===== src/rtl/bram_arb_pkg.sv =====
// Shared types and helpers for the buffer-RAM port arbiter.
// State encoding, legal read latencies and tag-width math.
package bram_arb_pkg;

    typedef enum logic {
        ARB   = 1'b0,
        BURST = 1'b1
    } arb_state_e;

    localparam int unsigned LAT_LOW  = 1;
    localparam int unsigned LAT_HIGH = 3;

    function automatic int unsigned clog2(input int unsigned v);
        int unsigned r;
        r = 0;
        for (int i = 0; i < 32; i++) begin
            if ((64'd1 << i) < 64'(v)) begin
                r = i + 1;
            end
        end
        return r;
    endfunction

    function automatic bit lat_legal(input int unsigned lat);
        return (lat == LAT_LOW) || (lat == LAT_HIGH);
    endfunction

endpackage


===== src/rtl/bram_port_arbiter_if.sv =====
// Requester-side bundle of the buffer-RAM port arbiter.
// master = engines issuing beats, slave = the arbiter.
interface bram_port_arbiter_if #(
    parameter int unsigned N  = 4,
    parameter int unsigned AW = 10,
    parameter int unsigned DW = 16
) ();

    logic [N-1:0]    req_valid;
    logic [N-1:0]    req_ready;
    logic [N-1:0]    req_wr;
    logic [N-1:0]    req_last;
    logic [N*AW-1:0] req_addr;
    logic [N*DW-1:0] req_wdata;
    logic [N-1:0]    rsp_valid;
    logic [DW-1:0]   rsp_data;

    modport master (
        output req_valid,
        output req_wr,
        output req_last,
        output req_addr,
        output req_wdata,
        input  req_ready,
        input  rsp_valid,
        input  rsp_data
    );

    modport slave (
        input  req_valid,
        input  req_wr,
        input  req_last,
        input  req_addr,
        input  req_wdata,
        output req_ready,
        output rsp_valid,
        output rsp_data
    );

endinterface


===== src/rtl/round_robin_arbiter.sv =====
// Combinational round-robin picker: first request at or after ptr.
// Shared by every controller that arbitrates a single resource.
module round_robin_arbiter
    import bram_arb_pkg::*;
#(
    parameter  int unsigned N  = 4,
    localparam int unsigned IW = clog2(N)
) (
    input  logic [N-1:0]  req_i,
    input  logic [IW-1:0] ptr_i,
    input  logic          en_i,
    output logic [N-1:0]  gnt_o,
    output logic [IW-1:0] idx_o
);

    logic          found;
    logic [IW:0]   j;
    logic [IW-1:0] jn;

    // Scan from the pointer, wrapping modulo N, stop at the first hit
    always_comb begin
        gnt_o = '0;
        idx_o = '0;
        found = 1'b0;
        j     = '0;
        jn    = '0;
        for (int k = 0; k < N; k++) begin
            j = {1'b0, ptr_i} + (IW+1)'(k);
            if (j >= (IW+1)'(N)) begin
                j = j - (IW+1)'(N);
            end
            jn = j[IW-1:0];
            if (en_i && !found && req_i[jn]) begin
                found     = 1'b1;
                gnt_o[jn] = 1'b1;
                idx_o     = jn;
            end
        end
    end

endmodule


===== src/rtl/bram_port_arbiter.sv =====
// Shares one no-change BRAM port between several engines with
// round-robin grants, burst locking and tagged read responses.
module bram_port_arbiter
    import bram_arb_pkg::*;
#(
    parameter int unsigned C_NUM_REQ    = 4,
    parameter int unsigned C_ADDR_WIDTH = 10,
    parameter int unsigned C_DATA_WIDTH = 16,
    parameter int unsigned C_RD_LATENCY = 1
) (
    input  logic                    clk,
    input  logic                    rst_n,
    bram_port_arbiter_if.slave      bus,
    output logic [C_ADDR_WIDTH-1:0] ram_addr,
    output logic                    ram_wren,
    output logic [C_DATA_WIDTH-1:0] ram_din,
    output logic                    ram_rden,
    input  logic [C_DATA_WIDTH-1:0] ram_dout
);

    localparam int unsigned N     = C_NUM_REQ;
    localparam int unsigned AW    = C_ADDR_WIDTH;
    localparam int unsigned DW    = C_DATA_WIDTH;
    localparam int unsigned IW    = clog2(N);
    localparam int unsigned DEPTH = C_RD_LATENCY + 1;

    if (!lat_legal(C_RD_LATENCY)) begin : g_bad_lat
        $error("bram_port_arbiter: C_RD_LATENCY must be 1 or 3");
    end

    if (N < 2 || N > 8) begin : g_bad_n
        $error("bram_port_arbiter: C_NUM_REQ must be 2..8");
    end

    function automatic logic [IW-1:0] nxt_ptr(input logic [IW-1:0] p);
        return (p == IW'(N-1)) ? '0 : p + 1'b1;
    endfunction

    arb_state_e    state_q, state_d;
    logic [IW-1:0] ptr_q, ptr_d;
    logic [IW-1:0] owner_q, owner_d;

    logic [N-1:0]  arb_gnt;
    logic [IW-1:0] arb_idx;
    logic [N-1:0]  ready;
    logic [IW-1:0] win;
    logic          acc;
    logic          acc_wr;
    logic          acc_last;
    logic [AW-1:0] win_addr;
    logic [DW-1:0] win_data;

    logic [AW-1:0] ram_addr_q;
    logic          ram_wren_q;
    logic [DW-1:0] ram_din_q;
    logic          ram_rden_q;

    logic [DEPTH-1:0] tag_v_q;
    logic [IW-1:0]    tag_id_q [DEPTH];
    logic [N-1:0]     rsp_valid;

    round_robin_arbiter #(
        .N (N)
    ) u_rr (
        .req_i (bus.req_valid),
        .ptr_i (ptr_q),
        .en_i  (rst_n && (state_q == ARB)),
        .gnt_o (arb_gnt),
        .idx_o (arb_idx)
    );

    // Grant vector, winner and the beat it carries
    always_comb begin
        ready = '0;
        unique case (state_q)
            ARB:     ready = arb_gnt;
            BURST:   ready[owner_q] = bus.req_valid[owner_q];
            default: ready = '0;
        endcase
        if (!rst_n) begin
            ready = '0;
        end
        win      = (state_q == BURST) ? owner_q : arb_idx;
        acc      = |(ready & bus.req_valid);
        acc_wr   = bus.req_wr[win];
        acc_last = bus.req_last[win];
        win_addr = bus.req_addr[int'(win)*AW +: AW];
        win_data = bus.req_wdata[int'(win)*DW +: DW];
    end

    // Lock / release decisions on each accepted beat
    always_comb begin
        state_d = state_q;
        ptr_d   = ptr_q;
        owner_d = owner_q;
        if (acc) begin
            if (acc_last) begin
                state_d = ARB;
                ptr_d   = nxt_ptr(win);
            end else begin
                state_d = BURST;
                owner_d = win;
            end
        end
    end

    // Arbitration FSM state
    always_ff @(posedge clk or negedge rst_n) begin
        if (!rst_n) begin
            state_q <= ARB;
            ptr_q   <= '0;
            owner_q <= '0;
        end else begin
            state_q <= state_d;
            ptr_q   <= ptr_d;
            owner_q <= owner_d;
        end
    end

    // Registered RAM port; rden stays high so latency is fixed
    always_ff @(posedge clk or negedge rst_n) begin
        if (!rst_n) begin
            ram_addr_q <= '0;
            ram_wren_q <= 1'b0;
            ram_din_q  <= '0;
            ram_rden_q <= 1'b0;
        end else begin
            ram_rden_q <= 1'b1;
            ram_wren_q <= acc && acc_wr;
            if (acc) begin
                ram_addr_q <= win_addr;
                ram_din_q  <= win_data;
            end
        end
    end

    // Read tags travel alongside the RAM pipeline
    always_ff @(posedge clk or negedge rst_n) begin
        if (!rst_n) begin
            tag_v_q <= '0;
            for (int i = 0; i < DEPTH; i++) begin
                tag_id_q[i] <= '0;
            end
        end else begin
            tag_v_q     <= {tag_v_q[DEPTH-2:0], acc && !acc_wr};
            tag_id_q[0] <= win;
            for (int i = 1; i < DEPTH; i++) begin
                tag_id_q[i] <= tag_id_q[i-1];
            end
        end
    end

    // Decode the oldest tag into a one-hot response strobe
    always_comb begin
        rsp_valid = '0;
        if (tag_v_q[DEPTH-1]) begin
            rsp_valid[tag_id_q[DEPTH-1]] = 1'b1;
        end
    end

    assign bus.req_ready = ready;
    assign bus.rsp_valid = rsp_valid;
    assign bus.rsp_data  = ram_dout;

    assign ram_addr = ram_addr_q;
    assign ram_wren = ram_wren_q;
    assign ram_din  = ram_din_q;
    assign ram_rden = ram_rden_q;

endmodule


===== src/flat_wrapper.sv =====
// flat-port wrapper written by rule: the top's interface ports become plain ports
module bram_port_arbiter_flat import bram_arb_pkg::*;
#(
    parameter int unsigned C_NUM_REQ    = 4,
    parameter int unsigned C_ADDR_WIDTH = 10,
    parameter int unsigned C_DATA_WIDTH = 16,
    parameter int unsigned C_RD_LATENCY = 1
)
  (clk, rst_n, ram_addr, ram_wren, ram_din, ram_rden, ram_dout, bus_req_valid, bus_req_wr, bus_req_last, bus_req_addr, bus_req_wdata, bus_req_ready, bus_rsp_valid, bus_rsp_data);
  bram_port_arbiter_if #(.N(4), .AW(10), .DW(16)) bus_i ();
  input  logic clk;
  input  logic rst_n;
  output logic [C_ADDR_WIDTH-1:0] ram_addr;
  output logic ram_wren;
  output logic [C_DATA_WIDTH-1:0] ram_din;
  output logic ram_rden;
  input  logic [C_DATA_WIDTH-1:0] ram_dout;
  input wire logic [$bits(bus_i.req_valid)-1:0] bus_req_valid;
  input wire logic [$bits(bus_i.req_wr)-1:0] bus_req_wr;
  input wire logic [$bits(bus_i.req_last)-1:0] bus_req_last;
  input wire logic [$bits(bus_i.req_addr)-1:0] bus_req_addr;
  input wire logic [$bits(bus_i.req_wdata)-1:0] bus_req_wdata;
  output wire logic [$bits(bus_i.req_ready)-1:0] bus_req_ready;
  output wire logic [$bits(bus_i.rsp_valid)-1:0] bus_rsp_valid;
  output wire logic [$bits(bus_i.rsp_data)-1:0] bus_rsp_data;
  assign bus_i.req_valid = bus_req_valid;
  assign bus_i.req_wr = bus_req_wr;
  assign bus_i.req_last = bus_req_last;
  assign bus_i.req_addr = bus_req_addr;
  assign bus_i.req_wdata = bus_req_wdata;
  assign bus_req_ready = bus_i.req_ready;
  assign bus_rsp_valid = bus_i.rsp_valid;
  assign bus_rsp_data = bus_i.rsp_data;
  bram_port_arbiter #(.C_NUM_REQ(C_NUM_REQ), .C_ADDR_WIDTH(C_ADDR_WIDTH), .C_DATA_WIDTH(C_DATA_WIDTH), .C_RD_LATENCY(C_RD_LATENCY)) u_core (.clk(clk), .rst_n(rst_n), .bus(bus_i), .ram_addr(ram_addr), .ram_wren(ram_wren), .ram_din(ram_din), .ram_rden(ram_rden), .ram_dout(ram_dout));
endmodule

===== config.mk =====
export PLATFORM = sky130hd
export DESIGN_NAME = bram_port_arbiter_flat
export DESIGN_NICKNAME = d
export VERILOG_FILES = /design/src/rtl/bram_arb_pkg.sv /design/src/rtl/bram_port_arbiter_if.sv /design/src/rtl/round_robin_arbiter.sv /design/src/rtl/bram_port_arbiter.sv /design/src/flat_wrapper.sv
export SDC_FILE = /design/constraint.sdc
export NUM_CORES = 1
export LEC_CHECK = 0
export ABC_AREA = 1
export BUFFER_PORTS_ARGS = -buffer_cell sky130_fd_sc_hd__buf_2
export CELL_PAD_IN_SITES_DETAIL_PLACEMENT = 1
export CELL_PAD_IN_SITES_GLOBAL_PLACEMENT = 1
export CORE_MARGIN = 2
export CORE_UTILIZATION = 30
export DETAILED_ROUTE_END_ITERATION = 10
export HOLD_SLACK_MARGIN = 0.05
export PLACE_DENSITY_LB_ADDON = 0.1
export SLEW_MARGIN = 20
export SYNTH_ARGS = -nofsm -noshare
export SYNTH_HDL_FRONTEND = slang
export SYNTH_SLANG_ARGS = --single-unit

===== constraint.sdc =====
create_clock -name clk -period 3 [get_ports clk]
set_input_delay 0.3 -clock clk [delete_from_list [all_inputs] [get_ports clk]]
set_output_delay 0.3 -clock clk [all_outputs]
set_load 0.02 [all_outputs]

## Yosys cells after proc, flatten, opt, wreduce, memory -nomap -nowiden

Index checks and enable logic that the tools add are counted.

| operators by class | value |
|---|---|
| bitwise gates (word level) | 7 |
| equal/unequal tests | 1 |
| shift-type cells | 2 |
| multipliers | 1 |
| reduce and logical (&&, ||, !) cells | 23 |
| mux-type cells | 47 |
| order comparisons | 17 |
| add/sub/neg operators | 8 |

Operators by type and width:

| kind | number |
|---|---|
| $shiftx 64x7->16 | 1 |
| $shiftx 40x7->10 | 1 |
| $mux 4 | 6 |
| $lt 2x3->1 const B | 7 |
| $mux 2 | 10 |
| $mux 1 | 17 |
| $logic_and 1x1->1 | 16 |
| $bmux 1 s2 | 7 |
| $demux 1 s2 | 6 |
| $ge 2x1->1 const B | 6 |
| $or 4x4->4 | 3 |
| $ge 3x3->1 const B | 3 |
| $and 4x4->4 | 2 |
| $pmux 4 s2 | 1 |
| $sub 2x1->2 const B | 4 |
| $add 2x2->3 const B | 2 |
| $mul 2x3->5 const B | 1 |
| $logic_not 1->1 | 4 |
| $reduce_and 2->1 | 2 |
| $reduce_or 4->1 | 1 |
| $add 2x1->3 const B | 1 |
| $ge 2x3->1 const B | 1 |
| $add 2x1->2 const B | 1 |
| $eq 2x2->1 const B | 1 |
| $not 1->1 | 2 |

| storage, ports and cells | value |
|---|---|
| register bits | 39 |
| logic and storage cells | 116 |
| input port bits | 134 |

## Logic depth before layout (Yosys ltp)

Gate-level depths: netlist of the first run.

| logic depth | value |
|---|---|
| word-level depth | 23 |
| depth in mapped cells | 18 |
| mapped depth without buffers | 17 |

## Hierarchy

From an unflattened synthesis of the first run, not the netlist that was laid out.

| unflattened totals | value |
|---|---|
| cell total of the unflattened synthesis | 454 |
| area total of the unflattened synthesis | 3110.5 µm² |

By module, submodules not included:

| module | area each (µm²) | cells each | times used |
|---|---|---|---|
| bram_port_arbiter | 2605.0 | 372 | 1 |
| round_robin_arbiter | 505.5 | 82 | 1 |

## Least setup slack after synthesis of the first run

OpenSTA, ideal clock, no wires.

| timing path | value |
|---|---|
| path kind | register to register |
| from | register u_core.ptr_q[0] |
| to | register u_core.ram_addr_q[6], in the netlist u_core.ram_addr[6] |
| path slack | 0.629 ns |
| stages on the path, launching flop included | 16 |
| buffers on the path | 1 |
| library setup time | 0.117 ns |
| arrival time | 2.254 ns |
| required time | 2.883 ns |
| cells stage by stage | dfrtp_1 -> inv_2 -> ha_1 -> inv_1 -> nand3_1 -> nand2_2 -> nand3_4 -> o21bai_1 -> nand2_1 -> nand3_2 -> clkbuf_1 -> nand3b_1 -> nand3_1 -> o21ai_0 -> nand2_1 -> nand2_1 |

| on the way | value |
|---|---|
| word-level cells in the longest chain between the ends | 22 |
| elaborated cells on any way between the ends | 74 |
| classes of those cells | add/sub: 7; mul: 1; order compare: 12; shift: 1; mux: 34; bitwise: 4; reduce/logical: 15 |

Ends and longest elaborated chain:

| element | RTL line | text |
|---|---|---|
| start, declared | bram_port_arbiter.sv:40 | `logic [IW-1:0] ptr_q, ptr_d;` |
| start signal, assigned | bram_port_arbiter.sv:115 | `ptr_q <= ptr_d;` |
| parallel branches: the longest is 22 deep, another holds $add 2x1->3 | - |  |
| end signal, assigned | bram_port_arbiter.sv:131 | `ram_addr_q <= win_addr;` |
| end, declared | bram_port_arbiter.sv:53 | `logic [AW-1:0] ram_addr_q;` |

Several ways; the timed one is not identified. The select of a mux whose other input is x is not followed.
A chain may end at the register's enable or synchronous reset.

## Final worst setup path of the first run

| timing path | value |
|---|---|
| from | register u_core.ptr_q[0] |
| to | register u_core.owner_q[1] |

| on the way | value |
|---|---|
| word-level cells in the longest chain between the ends | 23 |
| elaborated cells on any way between the ends | 76 |
| classes of those cells | add/sub: 7; order compare: 12; mux: 36; bitwise: 5; reduce/logical: 16 |

Ends and longest elaborated chain:

| element | RTL line | text |
|---|---|---|
| parallel branches: the longest is 23 deep, another holds $add 2x1->3 | - |  |
| end signal, assigned | bram_port_arbiter.sv:116 | `owner_q <= owner_d;` |
| end, declared | bram_port_arbiter.sv:41 | `logic [IW-1:0] owner_q, owner_d;` |

Several ways; the timed one is not identified. The select of a mux whose other input is x is not followed.

==> results_dict.tcl, run 1 <==
set metrics [dict create \
    max_freq_mhz 366 \
    critPathRequiredTime_ns 3.17 \
    cts-htree-levels 2 \
    ys.flop_type "dfrtp_1" \
    dp_hpwl_um 9340 \
    core_area_um2 11400 \
    critPathCaptureType "flop" \
    grt_max_degree 45 \
    slew_violations 0 \
    status "finished, final reports clean" \
    drive_gt1_share_pct 27.0 \
    worstPathMaxFanout 30 \
    synth_edf_count 0 \
    r2r_cells 15 \
    drt-total-wl_um 12100 \
    antenna_found_initial 0 \
    ant_nets 0 \
    io_pins 186 \
    ys.warnings.count 0 \
    relSlewSlack_pct 66.0 \
    avgSynthCellArea_um2 6.05 \
    fin_crit_sh_pct 91.1 \
    netlist_instances 577 \
    power_uw 4940 \
    yosys-top-cells-area "dfrtp_1 (28%), nand2_1 (23%), nand3_1 (9.6%)" \
    vias_per_cell 4.64 \
    drc_errors 0 \
    maxCapViolCount 0 \
    clk_path_buf_depth 2 \
    dr.pass1.iters 4 \
    crit_arrival_ns 2.91 \
    finalSetupViolCount 0 \
    hold_viol 0 \
    synth_top_area_share_pct 27.9 \
    grt_pass1_vias 4141 \
    syn_area_um2 3490 \
    clock-sinks 39 \
    most-common-layout-cells "nand2_1 (216), buf_2 (153), inv_1 (79)" \
    r2r_start "u_core.ptr_q[0]$_DFFE_PN0P_" \
    power_density_nw_per_um2 1110 \
    tns_ns 0 \
    routedWlPerCell_um 14.2 \
    die_h_um 112 \
    rsz0062_at_grt "false" \
    path_class "reg2reg" \
    overflow 0 \
    diodes 0 \
    layout_min_cycle_time_ns 2.73 \
    async_flop_share_pct 100 \
    hp-start "u_core.tag_id_q[2]$_DFF_PN0_" \
    tightestPinTransition_ns 0.504 \
    grt_usage_pct 19.3 \
    grt_pass1_wl_um 20000 \
    worstHoldEndpoint "u_core.tag_id_q[0]$_DFF_PN0_" \
    yosysSeqAreaShare_pct 27.9 \
    yosys.area.top_type "dfrtp_1" \
    cts_tree "done" \
    syn_nets 719 \
    cp-start-kind "flop" \
    die_width_um 112 \
    ys_types 26 \
    hold_depth 0 \
    fin_worst_skew_ns 0.00504 \
    io_buffers 153 \
    drt_iter0_drc 129 \
    r2r_slack_ns 0.27 \
    clockRootBuffer "clkbuf_16" \
    final_nets 851 \
    ir_drop_mv 0.425 \
    numCtsBuffers 5 \
    clkLatencyLatePin_ns 0.28 \
    die-area_um2 12500 \
    r2r_end "u_core.owner_q[1]$_DFFE_PN0P_" \
    synth_seq_cells 39 \
    area_growth_pct 27.7 \
    final_common_cell "nand2_1" \
    holdCritPathClass "reg2reg" \
    power.static_leakage_uw 0.00272 \
    clk_pin_slew_ns 0.06 \
    vias 3960 \
    gp_routability_congestion 0.827 \
    num_rows 39 \
    start_util_pct 30.7 \
]
==> Yosys cell counts, types with 2 or more instances <==
| cell | number |
|---|---|
| nor3_1 | 9 |
| ha_1 | 8 |
| inv_2 | 6 |
| o21ai_0 | 11 |
| buf_4 | 17 |
| nand2_1 | 216 |
| o41ai_1 | 2 |
| nand3_1 | 67 |
| o21ai_1 | 19 |
| nand3b_1 | 26 |
| inv_1 | 80 |
| clkbuf_1 | 6 |
| nand2_2 | 4 |
| buf_6 | 5 |
| dfrtp_1 | 39 |
| nor2_4 | 2 |
| nor2_1 | 36 |
| buf_2 | 15 |
| a21oi_1 | 2 |
==> power breakdown <==
group	leakage [uW]	total (uW)	internal (uW)	switching (uW)
logic	0.00216	3490	1130	2360
registers	0.000488	928	779	148
clock network	0.0000669	526	307	219
==> per-layer routing <==
metal | up-vias | GRT usage [%] | wire length (um)
li1 | 2018 | - | -
met1 | 1826 | 24.4 | 5440
met2 | 108 | 34.3 | 5830
met3 | 8 | 4.03 | 708
met4 | 0 | 3.62 | 106
met5 | - | 0 | 0
==> cells by family after synthesis <==
group	after synthesis	synth area share (%)
DFF	39	27.9
adders and majority gates	8	2.87
xor gates and xnor gates	1	0.251
buffers and inverters	129	17.3
other	1	0.107
AOI/OAI and AO/OA	35	5.30
and+or+nand+nor	364	46.2
==> layout make-up <==
cell class / count / area [um^2]
well taps: 143 / 179
inverters: 86 / 325
fillers: 1582 / 6910
multi-input cells: 410 / 1940
clock buffers: 6 / 129
flip-flops and latches: 39 / 976
repair buffers: 167 / 893
clock inverters: 2 / 12.5
==> registers in the layout, summed over array words and instances (netlist names) <==
register         count
u_core.state_q       1
u_core.tag_id_q      4
u_core.ram_rden      1
u_core.owner_q       2
u_core.ram_din      16
u_core.ram_wren      1
u_core.ptr_q         2
u_core.ram_addr     10
u_core.tag_v_q       2
==> worst max-delay path, stage by stage (launching register included) <==
cell	delay, ns
dfrtp_1	0.39
inv_4	0.08
ha_1	0.35
inv_1	0.12
nand3_1	0.10
nand2_2	0.16
nand3_4	0.12
o21bai_1	0.16
nand2_1	0.09
nand3_2	0.17
buf_4	0.37
nand3_1	0.11
nand3_1	0.12
nand3_1	0.14
nand2_1	0.09
nand2_1	0.05
==> worst max path at each step <==
stage	slack, ns	to	from
floorplan	0.63	u_core.ram_addr[6]$_DFFE_PN0P_	u_core.ptr_q[0]$_DFFE_PN0P_
global placement	0.34	u_core.owner_q[1]$_DFFE_PN0P_	u_core.ptr_q[0]$_DFFE_PN0P_
detailed placement	0.23	u_core.owner_q[1]$_DFFE_PN0P_	u_core.ptr_q[0]$_DFFE_PN0P_
CTS	0.19	u_core.owner_q[1]$_DFFE_PN0P_	rst_n
global route	0.02	u_core.owner_q[0]$_DFFE_PN0P_	u_core.ptr_q[0]$_DFFE_PN0P_
finish	0.27	u_core.owner_q[1]$_DFFE_PN0P_	u_core.ptr_q[0]$_DFFE_PN0P_
==> repair_timing <==
item | 4_1_cts | 5_1_grt
gates resized for setup | 0 | 6
setup buffers | 0 | 0
setup endpoints to repair | 0 | 33
hold buffers | 1 | 0
endpoints found under the hold margin | 12 | 0
==> through the flow <==
step	area, um^2	worst slack [ns]	util (%)	std cells	hold WS, ns
floorplan	3490	0.629	-	577	0.00441
global placement	4270	0.343	37.5	843	0.296
detailed placement	4270	0.226	37.5	843	0.295
CTS	4420	0.190	38.8	852	0.350
global route	4460	0.0189	39.2	853	0.354
finish	4460	0.266	39.2	853	0.348
Power figures use the tool's default switching activity.
==> inputs of run 2 (changes only) <==
- REMOVE_ABC_BUFFERS: not set -> 1
==> run 2 against run 1 <==
Effect of this change:
- setup slack improved by 0.0048 ns
- non-clock buffer count is 1 lower
- hold slack got worse by 0.0029 ns
- flip-flop and latch count stayed put
- clock skew about the same
- global-route usage increased by 0.23 points
- critical path depth stayed put
- power shrank 1.7%
- critical endpoint unchanged
- largest cell class unchanged
- largest power group unchanged
- highest routed layer unchanged
==> results_dict.tcl, run 2 (synthesis results as in run 1) <==
set metrics [dict create \
    path_cells "inv_1 -> ha_1 -> inv_1 -> nand3_1 -> nand3_1 -> nor2_4 -> nand2_1 -> nand2_1 -> nor2_1 -> nor2_4 -> inv_2 -> nand3_1 -> nand2_1 -> nand3_1 -> nand2_1" \
    grt_pass1_wl_um 20000 \
    status "finished, final reports clean" \
    numCtsBuffers 5 \
    die-area_um2 12500 \
    rsz0062_at_grt "false" \
    worstPathMaxFanout 29 \
    relSlewSlack_pct 60.8 \
    hold_viol 0 \
    power.static_leakage_uw 0.00270 \
    ant_nets 0 \
    ir_drop_mv 0.409 \
    final_common_cell "nand2_1" \
    overflow 0 \
    dr.pass1.iters 4 \
    final_nets 849 \
    vias_per_cell 4.65 \
    clk_path_buf_depth 2 \
    cts-htree-levels 2 \
    fin_crit_sh_pct 91.0 \
    clkLatencyLatePin_ns 0.28 \
    crit_slowest_cell "inv_2" \
    power_uw 4860 \
    largest_reg_flops 16 \
    gp_routability_congestion 0.844 \
    die_width_um 112 \
    die_h_um 112 \
    io_buffers 153 \
    grt_max_degree 49 \
    maxCapViolCount 0 \
    holdCritPathClass "reg2reg" \
    max_freq_mhz 366 \
    slew_violations 0 \
    power_density_nw_per_um2 1100 \
    clk_pin_slew_ns 0.06 \
    routedWlPerCell_um 14.4 \
    clockRootBuffer "clkbuf_16" \
    core_area_um2 11400 \
    fin_worst_skew_ns 0.00511 \
    clock-sinks 39 \
    dp_hpwl_um 9490 \
    finalSetupViolCount 0 \
    start_util_pct 30.7 \
    hold_depth 0 \
    cts_tree "done" \
    most-common-layout-cells "nand2_1 (216), buf_2 (153), inv_1 (80)" \
    path_class "reg2reg" \
    num_rows 39 \
    r2r_cells 15 \
    fillers 1593 \
    drive_gt1_share_pct 26.6 \
    drc_errors 0 \
    critPathRequiredTime_ns 3.21 \
    cp_top_family "simple AND/OR/NAND/NOR gates" \
    crit_arrival_ns 2.94 \
    diodes 0 \
    cpPeakStageDelay_ns 0.44 \
    cts_setup_buffers 0 \
    vias 3961 \
    layout_min_cycle_time_ns 2.73 \
    grt_pass1_vias 4135 \
    antenna_found_initial 0 \
    io_pins 186 \
    critPathBufInv 3 \
    drt_iter0_drc 108 \
    area_growth_pct 26.5 \
    postLayoutCoreUtil_pct 38.8 \
    path_depth 15 \
    cp-start-kind "flop" \
    grt_usage_pct 19.6 \
    tightestPinTransition_ns 0.588 \
    critPathCaptureType "flop" \
    drt-total-wl_um 12200 \
]
[run 2: cell types whose count changed in the layout (fill, tap and decap cells not counted), sizes merged]
cell	before	now
buf	166	165
nand2	222	221
[run 2: cell type report]
| type | instances | area (um^2) | area share (%) |
|---|---|---|---|
| Sequential cell | 39 | 976 | 22.1 |
| Clock inverter | 2 | 12.5 | 0.283 |
| Clock buffer | 6 | 129 | 2.92 |
| Timing Repair Buffer | 166 | 886 | 20.1 |
| Multi-Input combinational cell | 409 | 1910 | 43.3 |
| Tap cell | 143 | 179 | 4.05 |
| Inverter | 86 | 323 | 7.31 |
[run 2: worst reg2reg max path: stages, from the launching register on]
cell,delay (ns)
dfrtp_1,0.37
inv_1,0.19
ha_1,0.32
inv_1,0.11
nand3_1,0.09
nand3_1,0.18
nor2_4,0.08
nand2_1,0.08
nand2_1,0.05
nor2_1,0.18
nor2_4,0.05
inv_2,0.44
nand3_1,0.21
nand2_1,0.15
nand3_1,0.08
nand2_1,0.08
[run 2: repair_timing]
action,CTS,global route
hold buffers,1,0
setup endpoints to repair,0,3
endpoints found under the hold margin,17,0
gates resized for setup,0,2
[run 2: routing by layer]
metal	track usage [%]	wire length, um	share of wire (%)
met2	33.4	5760	47
met4	2.96	97	0.79
met5	0	0	0
met1	25.3	5470	45
met3	5.39	913	7.5
[run 2: final timing paths]
path                                                  start                            end  slack, ns
worst max register to register  u_core.ptr_q[1]$_DFFE_PN0P_  u_core.owner_q[1]$_DFFE_PN0P_       0.27
worst max-delay path            u_core.ptr_q[1]$_DFFE_PN0P_  u_core.owner_q[1]$_DFFE_PN0P_       0.27
worst min register to register  u_core.tag_v_q[0]$_DFF_PN0_    u_core.tag_v_q[1]$_DFF_PN0_       0.35
min in group asynchronous                             rst_n    u_core.ptr_q[1]$_DFFE_PN0P_       0.55
worst min-delay path            u_core.tag_v_q[0]$_DFF_PN0_    u_core.tag_v_q[1]$_DFF_PN0_       0.35
max in group asynchronous                             rst_n    u_core.tag_v_q[0]$_DFF_PN0_       2.17
[run 2: report_power, final]
group          internal, uW  switching (uW)
Sequential              780             141
Clock                   306             200
Combinational          1090            2340
[run 2: per-stage QoR]
step                      TNS [ns]  instance area [um^2]  hold WS (ns)  setup slack (ns)  instances
after floorplan              -1.90                  3210       0.00441            -0.139        534
after global placement           0                  4260         0.310             0.308        842
after detailed placement         0                  4260         0.313             0.260        842
after CTS                        0                  4410         0.343             0.245        851
after global routing             0                  4420         0.347           0.00633        851
final                            0                  4420         0.345             0.271        851
==> inputs of run 3 (changes only) <==
- CORE_ASPECT_RATIO: not set -> 2
==> run 3 against run 2 <==
Effect of this change:
- maximum frequency decreased by 0.79%
- die area grew 0.42%
- hold slack better by 0.0029 ns
- critical path type is now in2reg
- critical endpoint unchanged
==> results_dict.tcl, run 3 (synthesis results as in run 1) <==
set metrics [dict create \
    dr.pass1.iters 5 \
    dp_hpwl_um 11100 \
    start_util_pct 30.8 \
    clockRootBuffer "clkbuf_16" \
    grt_pass1_wl_um 21100 \
    ir_drop_mv 0.386 \
    num_rows 55 \
    die_width_um 80.3 \
    path_class "in2reg" \
    final_common_cell "nand2_1" \
    relSlewSlack_pct 65.1 \
    die-area_um2 12600 \
    ff_latch_area_um2 976 \
    grt_pass1_vias 4398 \
    vias 4073 \
    postLayoutCoreUtil_pct 39.3 \
    fin_crit_sh_pct 91.7 \
    largest_reg_flops 16 \
    cts-htree-levels 2 \
    tightestPinTransition_ns 0.516 \
    core_area_um2 11400 \
    most-common-layout-cells "nand2_1 (216), buf_2 (153), inv_1 (80)" \
    drive_gt1_share_pct 26.8 \
    layout_min_cycle_time_ns 2.75 \
    numCtsBuffers 5 \
    power_uw 5060 \
    fillers 1572 \
    crit_slowest_cell "dlygate4sd3_1" \
    die_h_um 157 \
    finalSetupViolCount 0 \
    cpPeakStageDelay_ns 0.52 \
    drc_errors 0 \
    tns_ns 0 \
    area_growth_pct 27.6 \
    fin_worst_skew_ns 0.00519 \
    multi_input_area_um2 1920 \
    path_cells "dlygate4sd3_1 -> buf_2 -> nand2_1 -> inv_1 -> nand2_1 -> a21oi_1 -> nand2_1 -> nand3_2 -> buf_4 -> nand3_1 -> nand3_1 -> nand3_1 -> nand2_1 -> nand2_1" \
    drt-total-wl_um 13600 \
    vias_per_cell 4.77 \
    crit_arrival_ns 2.93 \
    maxCapViolCount 0 \
    io_pins 186 \
    critPathCaptureType "flop" \
    rsz0062_at_grt "false" \
    drt_iter0_drc 150 \
    clk_pin_slew_ns 0.06 \
    cts_tree "done" \
    critPathRequiredTime_ns 3.18 \
    ant_nets 0 \
    cp-start-kind "input pin" \
    final_nets 850 \
    grt_max_degree 37 \
    io_buffers 153 \
    slew_violations 0 \
    gp_routability_congestion 0.880 \
    power_density_nw_per_um2 1140 \
    worstPathMaxFanout 30 \
    holdCritPathClass "reg2reg" \
    clk_path_buf_depth 2 \
    cts_setup_buffers 0 \
    antenna_found_initial 2 \
    clkLatencyLatePin_ns 0.29 \
    max_freq_mhz 364 \
    hold_viol 0 \
    power.static_leakage_uw 0.00271 \
    status "finished, final reports clean" \
    overflow 0 \
    grt_usage_pct 22.1 \
    clock-sinks 39 \
    routedWlPerCell_um 15.9 \
    worst_path_most_repeated_cell "nand2_1" \
]
## run 3: area by class of cell
class | instances | share of cell area (%)
antenna | 2 | 0.112
clock buffer | 7 | 3.43
timing repair buffer | 167 | 20.0
sequential | 39 | 21.9
tap | 142 | 3.99
clock inverter | 1 | 0.168
inverter | 86 | 7.36
multi-input combinational | 409 | 43.1
## run 3: metal layers
layer  share of wire [%]  vias to the layer above  GRT usage [%]
met5                0.39                        -           3.48
met4                 3.9                        2           9.69
met3                 6.2                       28           6.63
met2                  58                      133           43.7
met1                  31                     1893           19.4
li1                    -                     2017              -
## run 3: final timing paths
check | startpoint | cells after the start | endpoint | slack, ns
setup / recovery | rst_n | 14 | u_core.owner_q[1]$_DFFE_PN0P_ | 0.25
hold / removal | u_core.tag_v_q[0]$_DFF_PN0_ | 0 | u_core.tag_v_q[1]$_DFF_PN0_ | 0.35
setup reg to reg | u_core.ptr_q[0]$_DFFE_PN0P_ | 17 | u_core.ram_addr[6]$_DFFE_PN0P_ | 0.28
hold reg to reg | u_core.tag_v_q[0]$_DFF_PN0_ | 0 | u_core.tag_v_q[1]$_DFF_PN0_ | 0.35
max in group asynchronous | rst_n | 3 | u_core.ram_din[2]$_DFFE_PN0P_ | 1.90
min in group asynchronous | rst_n | 2 | u_core.ptr_q[1]$_DFFE_PN0P_ | 0.40
## run 3: through the flow
stage | cell area (um^2) | cells | hold WS (ns) | worst slack (ns)
6_report | 4460 | 853 | 0.348 | 0.249
5_1_grt | 4460 | 853 | 0.358 | 0.000597
4_1_cts | 4430 | 851 | 0.351 | 0.0965
3_5_place_dp | 4260 | 842 | 0.161 | 0.165
3_3_place_gp | 4260 | 842 | 0.165 | 0.244
2_1_floorplan | 3210 | 534 | 0.00441 | -0.139
## run 3: where the power goes
group | total (uW) | switching (uW) | leakage [uW] | internal [uW]
clock network | 573 | 220 | 0.0000762 | 354
logic | 3550 | 2420 | 0.00215 | 1120
registers | 939 | 159 | 0.000488 | 780
## run 3: what timing repair did
item / 4_1_cts / 5_1_grt
gates resized for setup: 0 / 5
setup endpoints to repair: 0 / 30
hold buffers: 1 / 0
hold endpoints to repair: 5 / 0
## run 3: critical path: cells and delay by family
| family | cells | cell delay (ns) |
|---|---|---|
| and+or+nand+nor | 9 | 1.15 |
| buffers and inverters | 4 | 1.30 |
| AOI/OAI and AO/OA | 1 | 0.15 |
